File: src/rtl/pss_arb_pkg.sv
// Shared types for the two-master memory arbiter.
// mid_t carries the master ID, and state_t encodes the grant FSM states.
package pss_arb_pkg;

    typedef logic mid_t;

    localparam mid_t M_CPU = 1'b0;
    localparam mid_t M_UDM = 1'b1;

    typedef enum logic {
        ST_IDLE   = 1'b0,
        ST_LOCKED = 1'b1
    } state_t;

endpackage

File: src/rtl/pss_arb_idfifo.sv
// In-order FIFO of master IDs for the reads that are still outstanding.
// The head is read combinationally so that a response can be steered in the cycle it arrives.
module pss_arb_idfifo
    import pss_arb_pkg::*;
#(
    parameter int DEPTH = 4
) (
    input  logic clk_i,
    input  logic arstn_i,
    input  logic push_i,
    input  logic pop_i,
    input  mid_t din_i,
    output mid_t dout_o,
    output logic full_o,
    output logic empty_o
);

    localparam int AW = $clog2(DEPTH);
    localparam logic [AW:0] PTR_ONE = {{AW{1'b0}}, 1'b1};

    logic [AW:0] r_wr_ptr;
    logic [AW:0] r_rd_ptr;
    mid_t        r_mem [DEPTH];

    always_ff @(posedge clk_i or negedge arstn_i) begin
        if (!arstn_i) begin
            r_wr_ptr <= '0;
            r_rd_ptr <= '0;
        end else begin
            if (push_i) r_wr_ptr <= r_wr_ptr + PTR_ONE;
            if (pop_i)  r_rd_ptr <= r_rd_ptr + PTR_ONE;
        end
    end

    // At full, a simultaneous pop reads the old head before the push overwrites that slot.
    always_ff @(posedge clk_i) begin
        if (push_i) r_mem[r_wr_ptr[AW-1:0]] <= din_i;
    end

    assign dout_o  = r_mem[r_rd_ptr[AW-1:0]];
    assign empty_o = (r_wr_ptr == r_rd_ptr);
    assign full_o  = (r_wr_ptr[AW] != r_rd_ptr[AW]) &&
                     (r_wr_ptr[AW-1:0] == r_rd_ptr[AW-1:0]);

endmodule

File: src/rtl/pss_mem_arbiter.sv
// Round-robin arbiter that lets the CPU (m0) and UDM (m1) share one memory port.
// It routes in-order read responses back to the issuing master through the ID FIFO.
module pss_mem_arbiter
    import pss_arb_pkg::*;
#(
    parameter int ADDR_W    = 32,
    parameter int DATA_W    = 32,
    parameter int MAX_OUTST = 4
) (
    input  logic                clk_i,
    input  logic                arstn_i,
    input  logic                m0_req_i,
    input  logic                m0_we_i,
    input  logic [ADDR_W-1:0]   m0_addr_i,
    input  logic [DATA_W/8-1:0] m0_be_i,
    input  logic [DATA_W-1:0]   m0_wdata_i,
    output logic                m0_ack_o,
    output logic                m0_resp_o,
    output logic [DATA_W-1:0]   m0_rdata_o,
    input  logic                m1_req_i,
    input  logic                m1_we_i,
    input  logic [ADDR_W-1:0]   m1_addr_i,
    input  logic [DATA_W/8-1:0] m1_be_i,
    input  logic [DATA_W-1:0]   m1_wdata_i,
    output logic                m1_ack_o,
    output logic                m1_resp_o,
    output logic [DATA_W-1:0]   m1_rdata_o,
    output logic                s_req_o,
    output logic                s_we_o,
    output logic [ADDR_W-1:0]   s_addr_o,
    output logic [DATA_W/8-1:0] s_be_o,
    output logic [DATA_W-1:0]   s_wdata_o,
    input  logic                s_ack_i,
    input  logic                s_resp_i,
    input  logic [DATA_W-1:0]   s_rdata_i,
    output logic                err_o
);

    state_t r_state;
    state_t w_state_next;
    mid_t   r_rr_last;
    mid_t   r_lock_id;
    logic   r_err;

    mid_t   w_gnt;
    mid_t   w_head;
    logic   w_req;
    logic   w_xfer;
    logic   w_sel_we;
    logic   w_push;
    logic   w_pop;
    logic   w_full;
    logic   w_empty;
    logic   w_rd_block;
    logic   w_elig0;
    logic   w_elig1;

    // A pop in the same cycle frees the slot, so a read can still be granted at full.
    assign w_pop      = s_resp_i & ~w_empty;
    assign w_rd_block = w_full & ~w_pop;
    assign w_elig0    = m0_req_i & (m0_we_i | ~w_rd_block);
    assign w_elig1    = m1_req_i & (m1_we_i | ~w_rd_block);

    always_ff @(posedge clk_i or negedge arstn_i) begin
        if (!arstn_i) begin
            r_state   <= ST_IDLE;
            r_rr_last <= M_UDM;
            r_lock_id <= M_CPU;
            r_err     <= 1'b0;
        end else begin
            r_state   <= w_state_next;
            r_lock_id <= w_gnt;
            if (w_xfer)              r_rr_last <= w_gnt;
            if (s_resp_i && w_empty) r_err     <= 1'b1;
        end
    end

    always_comb begin
        w_state_next = r_state;
        case (r_state)
            ST_IDLE:   if (w_req && !s_ack_i) w_state_next = ST_LOCKED;
            ST_LOCKED: if (w_xfer)            w_state_next = ST_IDLE;
            default:                          w_state_next = ST_IDLE;
        endcase
    end

    always_comb begin
        w_gnt = r_lock_id;
        w_req = 1'b0;
        case (r_state)
            ST_IDLE: begin
                w_req = w_elig0 | w_elig1;
                if (w_elig0 && w_elig1) w_gnt = ~r_rr_last;
                else                    w_gnt = w_elig1 ? M_UDM : M_CPU;
            end
            ST_LOCKED: begin
                w_gnt = r_lock_id;
                w_req = (r_lock_id == M_UDM) ? m1_req_i : m0_req_i;
            end
            default: begin
                w_gnt = M_CPU;
                w_req = 1'b0;
            end
        endcase
    end

    assign w_xfer   = w_req & s_ack_i;
    assign w_sel_we = (w_gnt == M_UDM) ? m1_we_i : m0_we_i;
    assign w_push   = w_xfer & ~w_sel_we;

    pss_arb_idfifo #(
        .DEPTH (MAX_OUTST)
    ) u_idfifo (
        .clk_i   (clk_i),
        .arstn_i (arstn_i),
        .push_i  (w_push),
        .pop_i   (w_pop),
        .din_i   (w_gnt),
        .dout_o  (w_head),
        .full_o  (w_full),
        .empty_o (w_empty)
    );

    // Every output is forced low while reset is asserted, including the combinational paths.
    assign s_req_o   = arstn_i & w_req;
    assign s_we_o    = arstn_i & w_sel_we;
    assign s_addr_o  = !arstn_i ? '0 : ((w_gnt == M_UDM) ? m1_addr_i  : m0_addr_i);
    assign s_be_o    = !arstn_i ? '0 : ((w_gnt == M_UDM) ? m1_be_i    : m0_be_i);
    assign s_wdata_o = !arstn_i ? '0 : ((w_gnt == M_UDM) ? m1_wdata_i : m0_wdata_i);

    assign m0_ack_o   = arstn_i & w_xfer & (w_gnt == M_CPU);
    assign m1_ack_o   = arstn_i & w_xfer & (w_gnt == M_UDM);
    assign m0_resp_o  = arstn_i & w_pop & (w_head == M_CPU);
    assign m1_resp_o  = arstn_i & w_pop & (w_head == M_UDM);
    assign m0_rdata_o = m0_resp_o ? s_rdata_i : '0;
    assign m1_rdata_o = m1_resp_o ? s_rdata_i : '0;
    assign err_o      = r_err;

endmodule
File: config.mk
export PLATFORM = sky130hd
export DESIGN_NAME = pss_mem_arbiter
export DESIGN_NICKNAME = d
export VERILOG_FILES = /design/src/rtl/pss_arb_pkg.sv /design/src/rtl/pss_arb_idfifo.sv /design/src/rtl/pss_mem_arbiter.sv
export SDC_FILE = /design/constraint.sdc
export NUM_CORES = 1
export LEC_CHECK = 0
export BUFFER_PORTS_ARGS = -buffer_cell sky130_fd_sc_hd__buf_4
export CAP_MARGIN = 20
export CELL_PAD_IN_SITES_DETAIL_PLACEMENT = 1
export CELL_PAD_IN_SITES_GLOBAL_PLACEMENT = 2
export CORE_ASPECT_RATIO = 1.25
export CORE_MARGIN = 4
export CORE_UTILIZATION = 14
export DETAILED_ROUTE_END_ITERATION = 16
export PLACE_DENSITY = 0.78
export SKIP_CTS_REPAIR_TIMING = 1
export SLEW_MARGIN = 20
export SYNTH_ARGS = -nofsm -noshare
export SYNTH_HDL_FRONTEND = slang
export SYNTH_SLANG_ARGS = --single-unit
File: constraint.sdc
create_clock -name clk_i -period 2.5 [get_ports clk_i]
set_input_delay 0.25 -clock clk_i [delete_from_list [all_inputs] [get_ports clk_i]]
set_output_delay 0.25 -clock clk_i [all_outputs]
set_load 0.01 [all_outputs]
### After elaboration in Yosys (flattened, before gate mapping)

Memories as Yosys holds them, arrays and structs flattened.
Index checks and enable logic that the tools add are counted.

| operators by class | value |
|---|---|
| bitwise logic cells | 25 |
| add/sub/neg operators | 2 |
| reductions and logical operators | 5 |
| multiplexer cells | 19 |
| eq/ne operators | 3 |

Operators by type and width:

| cell | count |
|---|---|
| 2-to-1 mux 32 bit | 6 |
| AND 1 bit | 14 |
| 2-to-1 mux 1 bit | 8 |
| 2-to-1 mux 4 bit | 2 |
| inverter 1 bit | 8 |
| adder 3 x 1 -> 3 bit, second input constant | 2 |
| one-hot mux 1 bit (2 select lines) | 3 |
| logical AND 1 bit | 4 |
| == test 3 bit | 1 |
| bitwise OR 1 bit | 3 |
| == test 2 bit | 1 |
| zero test 1 bit | 1 |
| inequality test 1 bit | 1 |

| word-level totals | value |
|---|---|
| register bits after elaboration | 10 |
| memories kept | 1 |
| output and inout bits | 139 |
| word-level logic and storage cells | 61 |
| bits of input ports | 176 |
| memory bits (writable) | 4 |

Memory list:

| name | words | width | rd ports | clocked after Yosys merged registers in | write ports | line | RTL |
|---|---|---|---|---|---|---|---|
| u_idfifo.r_mem | 4 | 1 | 1 | 0 | 1 | pss_arb_idfifo.sv:23 | `mid_t r_mem [DEPTH];` |

### Longest topological paths before layout

Gate-level depths: netlist of run 1.

| depth | value |
|---|---|
| depth after elaboration | 16 |
| depth in mapped cells | 8 |
| mapped depth without buffers | 6 |

### Modules after synthesis

A second synthesis of run 1 with hierarchy kept.

| unflattened totals | value |
|---|---|
| cell total of the unflattened synthesis | 367 |
| area, all modules | 2616.3 sq um |

Modules (own cells, without submodules):

| module | cells an instance | times used | area each (sq um) |
|---|---|---|---|
| pss_mem_arbiter | 332 | 1 | 2130.8 |
| pss_arb_idfifo | 35 | 1 | 485.5 |

### Worst setup path after synthesis of run 1

OpenSTA, ideal clock, no wires.

| path | value |
|---|---|
| kind | reg-to-output |
| from | reg u_idfifo.r_rd_ptr[0] |
| to | out s_addr_o[10] |
| data required time | 2.250 ns |
| cell stages (with the launch flop) | 7 |
| arrival | 1.720 ns |
| setup slack | 0.530 ns |
| path buffers | 2 |
| cells stage by stage | dfrtp_1 xnor2_1 nand4_1 a32oi_1 buf_2 buf_4 mux2i_1 |

| between the ends | value |
|---|---|
| cells in the longest elaborated chain, start to end | 13 |

RTL lines:

| what | line | RTL |
|---|---|---|
| start, declared | pss_arb_idfifo.sv:22 | `logic [AW:0] r_rd_ptr;` |
| start signal, assigned | pss_arb_idfifo.sv:31 | `if (pop_i) r_rd_ptr <= r_rd_ptr + PTR_ONE;` |
| == test 3 bit | pss_arb_idfifo.sv:41 | `assign empty_o = (r_wr_ptr == r_rd_ptr);` |
| inverter 1 bit | pss_mem_arbiter.sv:59 | `assign w_pop = s_resp_i & ~w_empty;` |
| AND 1 bit | pss_mem_arbiter.sv:59 |  |
| inverter 1 bit | pss_mem_arbiter.sv:60 | `assign w_rd_block = w_full & ~w_pop;` |
| AND 1 bit * | pss_mem_arbiter.sv:60 |  |
| inverter 1 bit * | pss_mem_arbiter.sv:61, pss_mem_arbiter.sv:62 |  |
| bitwise OR 1 bit, on equally long branches | pss_mem_arbiter.sv:62, pss_mem_arbiter.sv:61 |  |
| AND 1 bit, on equally long branches | pss_mem_arbiter.sv:62, pss_mem_arbiter.sv:61 |  |
| 2-to-1 mux 1 bit / logical AND 1 bit (equally long branches) | pss_mem_arbiter.sv:94, pss_mem_arbiter.sv:93 |  |
| 2-to-1 mux 1 bit * | pss_mem_arbiter.sv:93 | `if (w_elig0 && w_elig1) w_gnt = ~r_rr_last;` |
| one-hot mux 1 bit (2 select lines) * | pss_mem_arbiter.sv:90 | `case (r_state)` |
| 2-to-1 mux 32 bit * (2 in a row) | pss_mem_arbiter.sv:127 | `assign s_addr_o = !arstn_i ? '0 : ((w_gnt == M_UDM) ? m1_addr_i : m0_addr_i);` |
| end, declared | pss_mem_arbiter.sv:30 | `output logic [ADDR_W-1:0] s_addr_o,` |

Every way passes the cells marked *; elsewhere a longest branch is shown, timed or not.

### Worst setup path in the final report of run 1

| path | value |
|---|---|
| from | reg u_idfifo.r_wr_ptr[0] |
| to | out s_addr_o[17] |

| between the ends | value |
|---|---|
| cells in the longest elaborated chain, start to end | 13 |

RTL lines:

| what | line | RTL |
|---|---|---|
| start, declared | pss_arb_idfifo.sv:21 | `logic [AW:0] r_wr_ptr;` |
| start signal, assigned | pss_arb_idfifo.sv:30 | `if (push_i) r_wr_ptr <= r_wr_ptr + PTR_ONE;` |
| == test 3 bit | pss_arb_idfifo.sv:41 |  |
| inverter 1 bit | pss_mem_arbiter.sv:59 |  |
| AND 1 bit | pss_mem_arbiter.sv:59 |  |
| inverter 1 bit | pss_mem_arbiter.sv:60 |  |
| AND 1 bit * | pss_mem_arbiter.sv:60 |  |
| inverter 1 bit * | pss_mem_arbiter.sv:61, pss_mem_arbiter.sv:62 |  |
| bitwise OR 1 bit, on equally long branches | pss_mem_arbiter.sv:62, pss_mem_arbiter.sv:61 |  |
| AND 1 bit, on equally long branches | pss_mem_arbiter.sv:62, pss_mem_arbiter.sv:61 |  |
| 2-to-1 mux 1 bit / logical AND 1 bit (equally long branches) | pss_mem_arbiter.sv:94, pss_mem_arbiter.sv:93 |  |
| 2-to-1 mux 1 bit * | pss_mem_arbiter.sv:93 |  |
| one-hot mux 1 bit (2 select lines) * | pss_mem_arbiter.sv:90 |  |
| 2-to-1 mux 32 bit * (2 in a row) | pss_mem_arbiter.sv:127 |  |

Marked as above.

==> results.md, run 1 <==
- Hold/Removal Path Class: input pin to flip-flop
- Least-Margin Pin Slew: 0.485 ns
- CP Class: flip-flop to primary output
- Seq/Total Area, Yosys: 14.2%
- PortBufs: 314
- Final nets: 893
- CP endpoint kind: primary output
- Final Hold Fails: 0
- Vias in the first global route: 3855
- DP HPWL: 11400 um
- Starting Density: 14.4%
- Syn. warnings: 0
- Internal: 2360 uW
- Clock power share: 7.9%
- Ys flop type: dfrtp_1
- Clk_skew: 0.00308 ns
- Critical Path AT: 2.29 ns
- H-tree Lvls: 1
- IO Count: 315
- Tcrit/Tclk final: 101%
- Peak VDD IR: 0.231 mV
- Failing checks: setup timing
- Row cnt: 55
- Final Critical Period: 2.54 ns
- Worst EP required: 2.25 ns
- TritonCTS Buffers: 3
- Total track usage: 11.6%
- TritonCTS clock tree: yes
- Cell Pwr Density: 677 nW/um2
- DR vias: 3785
- Root Buffer: clkbuf_16
- CP startpoint kind: flip-flop
- Design Area, Final: 5750 um2
- FFs w/ async S/R, synth: 71.4%
- Psw: 1530 uW
- Layout cells sized above 1: 54.9%
- Post-route ant nets: 0
- Post-synth cell types: 38
- Avg WL per Cell: 14.5 um
- Fmax: 394 MHz
- Largest net degree at the start of global routing: 43
- Chip Width: 130 um
- CTS Buffer Depth: 2
- Clk sinks: 14
- Pre-antenna DRT Iters: 4
- Drt drc: 0
- Die H: 161 um
- Die ar.: 21000 um2
- Syn_area_per_cell: 6.94 um2
- Reg power frac: 11.3%
- Total wire length: 13600 um
- Global route total overflow: 0
- Number of synthesized flops with an enable pin: 4
- Slew headroom: 67.6%
- RSZ-0062 raised after global routing: true
- Initial antenna violation count: 0
- Hold Startpoint: s_ack_i
- Flop-to-flop setup slack: 0.41 ns
- PnR worst setup slack: -0.0374 ns
- Cell count after synthesis: 377
- Sw Share: 39.4%
- Leakage power: 0.00325 uW
- Post-DP Area: 5390 um2
- # setup viols final: 19
- Final Power: 3890 uW
- Worst r2r path cells: 5
- CTS clk-pin slew, worst paths: 0.05 ns
- First-iteration detailed-routing DRC count: 82
- Global placer's final weighted congestion: 0.760
- First-pass GRT wire length: 20000 um
- Status: complete, but fails checks
- Crit-path max FO: 7
- Flop and latch count out of synthesis: 14
- DR vias/cell: 4.03
- Syn_nets: 558
- Final cell count without fillers: 939
- Setup TNS Final: -0.402 ns
- Dpl cells: 915
- Floorplan Core Area: 18200 um2
- Antenna cells: 0
- Post-layout util: 31.5%
- Clk Latency, worst-skew pair: 0.25 ns
- Comb power frac: 80.8%
- Worst R2R End: u_idfifo.r_mem[0]
- Pins Over Slew Limit: 0
- # Max-Cap Violations: 0
- Area grow syn2layout: 120%
- Hold Crit Depth: 2
- Synthesized area: 2620 um2
==> state kept, by name, summed over array words and instances (netlist names), named ones only <==
signal and cells:
u_idfifo.r_mem 4, u_idfifo.r_rd_ptr 3, u_idfifo.r_wr_ptr 3, err_o 1, r_lock_id 1, r_rr_last 1
==> per-stage QoR <==
step           setup slack [ns]  hold WS (ns)
2_1_floorplan             0.530       -0.0456
3_3_place_gp              0.131         0.234
3_5_place_dp             0.0161         0.242
4_1_cts                  -0.240       -0.0228
5_1_grt                  -0.160         0.222
6_report                -0.0374         0.203
==> metal layers <==
metal	global-route usage, %	part of all wire [%]	vias up
met5	0	0	-
met4	1.32	0.79	0
met3	4.39	12	10
met2	22.5	55	198
met1	11.9	32	1694
li1	-	-	1883
==> cell usage after synthesis (2+ instances only) <==
cell	number	share of area, %
a22oi_1	2	0.57
and2_1	69	16
edfxtp_1	4	4.6
buf_2	2	0.38
nand4_1	2	0.48
and3_1	3	0.72
clkbuf_1	21	3.0
mux2_4	2	1.1
xnor2_1	6	2.0
nor2_1	3	0.43
buf_6	2	0.86
dfrtp_1	9	8.6
nand2_1	146	21
ha_1	5	2.4
mux2i_1	69	26
buf_4	6	1.7
xor2_1	2	0.67
inv_1	4	0.57
==> logic make-up (layout without fill, tap and decap cells) <==
group                    after synthesis  count (layout)  synth area share, %
XOR/XNOR                               8               8                 2.68
buffers and inverters                 36             370                 6.69
flip-flops                            14              14                 14.2
AO/OA/AOI/OAI                          9               9                 3.01
AND/OR/NAND/NOR                      232             232                 42.1
adder cells (fa/ha/maj)                5               5                 2.39
multiplexers                          73              73                 29.0
==> area by class of cell <==
cell class,count,area [um2]
tap,228,285
clock inverter,1,3.75
multi-input combinational,327,2160
timing repair buffer,361,2830
inverter,5,18.8
sequential,14,374
clock buffer,3,75.1
fill,2293,12500
==> worst max-delay path, cell delays in order, from the launching register on <==
cell      delay [ns]
dfrtp_1         0.40
xnor2_2         0.24
nand4b_1        0.18
o21bai_2        0.22
a32oi_4         0.13
buf_12          0.16
buf_12          0.13
buf_12          0.14
buf_12          0.13
mux2i_1         0.15
buf_4           0.14
==> cell usage in the layout, fill, tap and decap left out, drive strengths merged <==
master | synthesis | layout
edfxtp | 4 | 4
nand4b | 1 | 1
a21boi | 1 | 1
clkinv | 0 | 1
ha | 5 | 5
dlygate4sd3 | 0 | 1
a221o | 1 | 1
o21bai | 1 | 1
and3 | 3 | 3
dfstp | 1 | 1
nand4 | 2 | 2
xnor2 | 6 | 6
mux4 | 1 | 1
nor3b | 1 | 1
nor3 | 2 | 2
nor4b | 1 | 1
o221ai | 1 | 1
nor2 | 3 | 3
nand3 | 1 | 1
xor2 | 2 | 2
or2 | 1 | 1
a22oi | 2 | 2
mux2 | 3 | 3
clkbuf | 21 | 5
and2b | 1 | 1
mux2i | 69 | 69
nand2 | 146 | 146
and2 | 70 | 70
buf | 10 | 358
a32oi | 1 | 1
o21ai | 1 | 1
dfrtp | 9 | 9
inv | 5 | 5
a31o | 1 | 1
==> power by group through the flow <==
stage / Clock, uW / Sequential [uW] / Combinational [uW]
CTS: 314 / 422 / 2750
finish: 308 / 438 / 3150
detailed placement: 0 / 424 / 2740
global route: 326 / 449 / 3410
global placement: 0 / 421 / 2720
floorplan: 0 / 416 / 1420
==> how the worst max path moves through the flow <==
stage,start,to,depth (start not counted)
6_report,u_idfifo.r_wr_ptr[0],s_addr_o[17],10
2_1_floorplan,u_idfifo.r_rd_ptr[0],s_addr_o[10],6
3_3_place_gp,u_idfifo.r_rd_ptr[1],s_addr_o[19],8
3_5_place_dp,u_idfifo.r_rd_ptr[1],s_addr_o[19],8
5_1_grt,u_idfifo.r_rd_ptr[2],s_addr_o[10],10
4_1_cts,u_idfifo.r_rd_ptr[1],s_addr_o[13],8
No activity file was read; power rests on OpenSTA's default activity.
==> run 2, diff against run 1 <==
--- a/config.mk
+++ b/config.mk
@@ -11,9 +11,10 @@
 export CELL_PAD_IN_SITES_GLOBAL_PLACEMENT = 2
 export CORE_ASPECT_RATIO = 1.25
 export CORE_MARGIN = 4
-export CORE_UTILIZATION = 14
+export CORE_UTILIZATION = 15
+export CTS_BUF_LIST = sky130_fd_sc_hd__clkbuf_8
 export DETAILED_ROUTE_END_ITERATION = 16
-export PLACE_DENSITY = 0.78
+export PLACE_DENSITY = 0.83
 export SKIP_CTS_REPAIR_TIMING = 1
 export SLEW_MARGIN = 20
 export SYNTH_ARGS = -nofsm -noshare
==> run 2 against run 1 <==
  * The run now ends clean
  * Register-to-register slack is essentially flat
  * Largest power group unchanged
  * Combinational power down 3%
  * Count of clock-buffer cells in the layout increased by 1
  * Via count increased by 0.58%
  * Non-clock buffer count fell by 19
==> results.md, run 2 (synthesized netlist as in run 1, its figures left out) <==
- Design Area, Final: 5600 um2 (was 5750 um2)
- Floorplan Core Area: 17000 um2 (was 18200 um2)
- Cell Pwr Density: 668 nW/um2 (was 677 nW/um2)
- Pins Over Slew Limit: 0 (unchanged)
- Most common cell after layout, fill and taps aside: buf_4 (unchanged)
- Critical Path AT: 2.24 ns (was 2.29 ns)
- Area grow syn2layout: 114% (was 120%)
- Fmax: 402 MHz (was 394 MHz)
- Slew headroom: 68.4% (was 67.6%)
- First-pass GRT wire length: 20600 um (was 20000 um)
- Chip Width: 126 um (was 130 um)
- Die ar.: 19600 um2 (was 21000 um2)
- Pre-antenna DRT Iters: 4 (unchanged)
- Total wire length: 14700 um (was 13600 um)
- Least-Margin Pin Slew: 0.475 ns (was 0.485 ns)
- # Max-Cap Violations: 0 (unchanged)
- Final Hold Fails: 0 (unchanged)
- Psw: 1550 uW (was 1530 uW)
- Largest net degree at the start of global routing: 115 (was 43)
- Row cnt: 53 (was 55)
- Clk_skew: 0.00114 ns (was 0.00308 ns)
- Comb power frac: 81.5% (was 80.8%)
- Post-DP Area: 5240 um2 (was 5390 um2)
- Avg WL per Cell: 16.1 um (was 14.5 um)
- Die H: 156 um (was 161 um)
- TritonCTS clock tree: yes (unchanged)
- Leakage power: 0.00315 uW (was 0.00325 uW)
- Worst slack at placement: 0.0766 ns (was 0.0161 ns)
- Peak VDD IR: 0.268 mV (was 0.231 mV)
- DR vias/cell: 4.17 (was 4.03)
- Buf/Inv on CP: 4 (was 5)
- Family with the most delay on the worst path: buffers and inverters (unchanged)
- Initial antenna violation count: 0 (unchanged)
- TritonCTS Buffers: 3 (unchanged)
- RSZ-0062 raised after global routing: true (unchanged)
- Final Critical Period: 2.49 ns (was 2.54 ns)
- Antenna cells: 0 (unchanged)
- Most frequent cells in the layout: buf_4 (334), nand2_1 (146), and2_1 (69) (was buf_4 (350), nand2_1 (146), and2_1 (69))
- CP peak stage delay: 0.43 ns (was 0.40 ns)
- CP endpoint kind: primary output (unchanged)
- Global route total overflow: 0 (unchanged)
- Clk sinks: 14 (unchanged)
- WHS: 0.0315 ns (was 0.203 ns)
- Worst path cell trace: xor2_2, nand4_1, a32oi_4, buf_4, clkbuf_16, buf_4, mux2i_4, buf_6 (was xnor2_2, nand4b_1, o21bai_2, a32oi_4, buf_12, buf_12, buf_12, buf_12, mux2i_1, buf_4)
- Setup TNS Final: 0 ns (was -0.402 ns)
- Drt drc: 0 (unchanged)
- Tcrit/Tclk final: 99.5% (was 101%)
- Total track usage: 12.8% (was 11.6%)
- Post-route ant nets: 0 (unchanged)
- Hold/Removal Path Class: input pin to async pin (was input pin to flip-flop)
- First-iteration detailed-routing DRC count: 105 (was 82)
- Internal: 2190 uW (was 2360 uW)
- Status: finished clean (was complete, but fails checks)
- Crit-path most repeated cell: buf_4 (was buf_12)
- Worst EP required: 2.25 ns (about the same)
- Root Buffer: clkbuf_8 (was clkbuf_16)
- DR vias: 3807 (was 3785)
- # setup viols final: 0 (was 19)
- PortBufs: 314 (unchanged)
- H-tree Lvls: 1 (unchanged)
- Layout cells sized above 1: 54.2% (was 54.9%)
- Reg power frac: 12.7% (was 11.3%)
- Clock power share: 5.8% (was 7.9%)
- PnR worst setup slack: 0.0128 ns (was -0.0374 ns)
- Sw Share: 41.3% (was 39.4%)
- CTS Buffer Depth: 2 (unchanged)
- Clk Latency, worst-skew pair: 0.24 ns (was 0.25 ns)
- CP Class: flip-flop to primary output (unchanged)
- CP startpoint kind: flip-flop (unchanged)
- Largest register FFs: 4 (unchanged)
- Crit-path max FO: 6 (was 7)
- CTS clk-pin slew, worst paths: 0.06 ns (was 0.05 ns)
- IO Count: 315 (unchanged)
- Global placer's final weighted congestion: 0.921 (was 0.760)
- Vias in the first global route: 3895 (was 3855)
- Final nets: 874 (was 893)
- Starting Density: 15.4% (was 14.4%)
- Slowest cell on the critical path: dfrtp_1 (unchanged)
- DP HPWL: 12300 um (was 11400 um)
## run 2: changes by cell type in the layout (fill, tap and decap cells not counted), sizes merged
cell / previous run / this run
dlygate4sd3: 1 / 0
clkinv: 1 / 0
clkbuf: 5 / 7
buf: 358 / 339
## run 2: through the flow
step	std cells	util, %	power, uW
2_1_floorplan	377	-	1830
3_3_place_gp	890	30.9	2970
3_5_place_dp	890	30.9	3040
4_1_cts	894	31.2	3270
5_1_grt	912	33.0	4000
6_report	912	33.0	3740
## run 2: worst paths after layout
path	startpoint	slack (ns)	cells past startpoint	endpoint
setup / recovery	u_idfifo.r_rd_ptr[2]	0.01	8	s_addr_o[6]
hold / removal	arstn_i	0.03	2	u_idfifo.r_rd_ptr[2]
setup reg to reg	flip-flop	0.40	5	u_idfifo.r_mem[0]
hold reg to reg	err_o	0.48	1	err_o
max in group asynchronous	arstn_i	2.09	2	r_rr_last
min in group clk_i	s_ack_i	0.24	2	flip-flop
## run 2: worst register-to-register path, stage by stage, from the launching register on
cell and delay, ns:
dfrtp_1 0.51, mux2_2 0.38, a22oi_1 0.18, o221ai_2 0.18, nor3_2 0.37, and2_1 0.21
## run 2: power by group through the flow
stage / combinational (uW) / clock [uW] / sequential, uW
after floorplan: 1420 / 0 / 416
after global placement: 2530 / 0 / 438
after detailed placement: 2590 / 0 / 449
after CTS: 2600 / 225 / 445
after global routing: 3280 / 234 / 489
final: 3050 / 217 / 476
## run 2: metal layers
layer	routed length [um]	vias to the layer above	GRT usage [%]
li1	-	1845	-
met1	5150	1754	13.1
met2	7930	193	25.1
met3	1310	15	3.66
met4	290	0	3.47
met5	0	-	0
## run 2: final cells by class
class                      count  area (um2)
fill                        2110       11400
timing repair buffer         342        2690
multi-input combinational    327        2180
sequential                    14         375
tap                          220         275
clock buffer                   4        55.1
inverter                       5        18.8
==> run 3, diff against run 2 <==
--- a/config.mk
+++ b/config.mk
@@ -9,7 +9,7 @@
 export CAP_MARGIN = 20
 export CELL_PAD_IN_SITES_DETAIL_PLACEMENT = 1
 export CELL_PAD_IN_SITES_GLOBAL_PLACEMENT = 2
-export CORE_ASPECT_RATIO = 1.25
+export CORE_ASPECT_RATIO = 0.6
 export CORE_MARGIN = 4
 export CORE_UTILIZATION = 15
 export CTS_BUF_LIST = sky130_fd_sc_hd__clkbuf_8
==> run 3 against run 2 <==
  * Via count fell by 1.5%
  * Utilization shrank 0.097 points
  * Register-to-register slack about the same
  * Sequential power grew 1%
  * Maximum frequency rose by 1.3%
  * Total power fell by 3.6%
  * Die area is 0.29% higher
  * Clock skew is 0.0072 ns higher
  * Final cell count rose by 2.5%
  * Worst setup slack better by 0.033 ns
  * Clock power down 11%
  * First-iteration DRC count decreased by 2.9%
  * Largest cell class unchanged
==> results.md, run 3 (synthesized netlist as in run 1, its figures left out) <==
- Family with the most delay on the worst path: buffers and inverters (unchanged)
- Clk Latency, worst-skew pair: 0.25 ns (was 0.24 ns)
- PnR worst setup slack: 0.0453 ns (was 0.0128 ns)
- Status: finished clean (unchanged)
- Design Area, Final: 5630 um2 (was 5600 um2)
- Starting Density: 15.3% (was 15.4%)
- Sw Share: 41.3% (about the same)
- Internal: 2120 uW (was 2190 uW)
- Crit-path max FO: 12 (was 6)
- Row cnt: 37 (was 53)
- Final nets: 883 (was 874)
- TritonCTS Buffers: 3 (unchanged)
- Critical Path AT: 2.20 ns (was 2.24 ns)
- Post-route ant nets: 0 (unchanged)
- Least-Margin Pin Slew: 0.338 ns (was 0.475 ns)
- Layout cells sized above 1: 54.2% (about the same)
- RSZ-0062 raised after global routing: true (unchanged)
- # Max-Cap Violations: 0 (unchanged)
- Clock power share: 5.4% (was 5.8%)
- Most Crowded Layer GR: met2 (unchanged)
- Global route total overflow: 0 (unchanged)
- Clk sinks: 14 (unchanged)
- CTS clk-pin slew, worst paths: 0.05 ns (was 0.06 ns)
- First-pass GRT wire length: 19000 um (was 20600 um)
- Post-DP Area: 5350 um2 (was 5240 um2)
- H-tree Lvls: 1 (unchanged)
- Total wire length: 13800 um (was 14700 um)
- Drt drc: 0 (unchanged)
- Antenna cells: 0 (unchanged)
- Largest net degree at the start of global routing: 59 (was 115)
- CP endpoint kind: primary output (unchanged)
- Final Hold Fails: 0 (unchanged)
- Dpl cells: 915 (was 890)
- Global placer's final weighted congestion: 0.742 (was 0.921)
- Root Buffer: clkbuf_8 (unchanged)
- Clk_skew: 0.00835 ns (was 0.00114 ns)
- Comb power frac: 81.3% (was 81.5%)
- # setup viols final: 0 (unchanged)
- CTS Buffer Depth: 2 (unchanged)
- Buf/Inv on CP: 3 (was 4)
- Initial antenna violation count: 0 (unchanged)
- Worst EP required: 2.25 ns (about the same)
- IO Count: 315 (unchanged)
- Worst slack at placement: 0.0145 ns (was 0.0766 ns)
- Hold/Removal Path Class: input pin to flip-flop (was input pin to async pin)
- Floorplan Core Area: 17100 um2 (was 17000 um2)
- DP HPWL: 11600 um (was 12300 um)
- Total track usage: 11.8% (was 12.8%)
- Slowest cell on the critical path: dfrtp_2 (was dfrtp_1)
- CP startpoint kind: flip-flop (unchanged)
- Avg WL per Cell: 14.7 um (was 16.1 um)
- Die H: 110 um (was 156 um)
- Die ar.: 19700 um2 (was 19600 um2)
- PortBufs: 314 (unchanged)
- Most common cell after layout, fill and taps aside: buf_4 (unchanged)
- Setup TNS Final: 0 ns (unchanged)
- TritonCTS clock tree: yes (unchanged)
- Grt met2 use: 20.2% (was 25.1%)
- Fmax: 407 MHz (was 402 MHz)
- CP peak stage delay: 0.45 ns (was 0.43 ns)
- Final cell count without fillers: 935 (was 912)
- Cell Pwr Density: 641 nW/um2 (was 668 nW/um2)
- Largest register FFs: 4 (unchanged)
- Pre-antenna DRT Iters: 4 (unchanged)
- Leakage power: 0.00319 uW (was 0.00315 uW)
- Reg power frac: 13.3% (was 12.7%)
- DR vias: 3751 (was 3807)
- Chip Width: 179 um (was 126 um)
- Tcrit/Tclk final: 98.2% (was 99.5%)
- Slew headroom: 77.4% (was 68.4%)
- Most frequent cells in the layout: buf_4 (341), nand2_1 (146), and2_1 (69) (was buf_4 (334), nand2_1 (146), and2_1 (69))
- DR vias/cell: 4.01 (was 4.17)
- CP Class: flip-flop to primary output (unchanged)
- First-iteration detailed-routing DRC count: 102 (was 105)
- Area grow syn2layout: 115% (was 114%)
- Psw: 1490 uW (was 1550 uW)
- Worst path cell trace: xnor2_4, nand4_1, a32oi_4, buf_12, buf_4, mux2i_1, buf_4 (was xor2_2, nand4_1, a32oi_4, buf_4, clkbuf_16, buf_4, mux2i_4, buf_6)
- Global-route met3 utilization: 3.20% (was 3.66%)
- Peak VDD IR: 0.244 mV (was 0.268 mV)
- Final Critical Period: 2.45 ns (was 2.49 ns)
- GR Layer Usage met1: 15.4% (was 13.1%)
- Vias in the first global route: 3609 (was 3895)
- Pins Over Slew Limit: 0 (unchanged)
- Crit-path most repeated cell: buf_4 (unchanged)
==> run 3: through the flow <==
| stage | utilization [%] | hold WS [ns] | power (uW) |
|---|---|---|---|
| finish | 32.9 | 0.201 | 3610 |
| CTS | 31.5 | -0.119 | 3300 |
| global route | 32.9 | 0.217 | 3890 |
| floorplan | - | -0.0456 | 1830 |
| global placement | 31.2 | 0.156 | 3080 |
| detailed placement | 31.2 | 0.159 | 3090 |
==> run 3: layout make-up <==
type                       count  area [um2]
timing repair buffer         351        2740
multi-input combinational    327        2150
fill                        2123       11500
sequential                    14         379
clock inverter                 1        3.75
inverter                       5        21.3
tap                          234         293
clock buffer                   3        41.3
==> run 3: worst register-to-register path: cells and delay by family (launching register included) <==
family / cells / cell delay, ns
and+or+nand+nor: 2 / 0.55
DFF: 1 / 0.51
muxes: 1 / 0.38
AOI/OAI and AO/OA: 2 / 0.37
==> run 3: final timing paths <==
| check | from | end | slack, ns | cells after the start |
|---|---|---|---|---|
| worst min-delay path | s_ack_i | flip-flop | 0.20 | 2 |
| worst max-delay path | u_idfifo.r_wr_ptr[0] | s_be_o[1] | 0.05 | 7 |
| worst min register to register | err_o | err_o | 0.49 | 1 |
| worst max register to register | flip-flop | u_idfifo.r_mem[2] | 0.40 | 5 |
| max in group asynchronous | arstn_i | err_o | 1.49 | 3 |
| min in group asynchronous | arstn_i | u_idfifo.r_rd_ptr[2] | 0.43 | 2 |
==> run 3: metal layers <==
metal / up-vias / wire [um]
li1: 1870 / -
met1: 1728 / 5790
met2: 146 / 6610
met3: 7 / 1270
met4: 0 / 94
met5: - / 0
==> run 3: power groups by stage <==
stage / sequential (uW) / combinational, uW / clock (uW)
5_1_grt: 492 / 3180 / 214
2_1_floorplan: 416 / 1420 / 0
3_5_place_dp: 451 / 2640 / 0
6_report: 481 / 2930 / 194
3_3_place_gp: 445 / 2630 / 0
4_1_cts: 448 / 2650 / 203
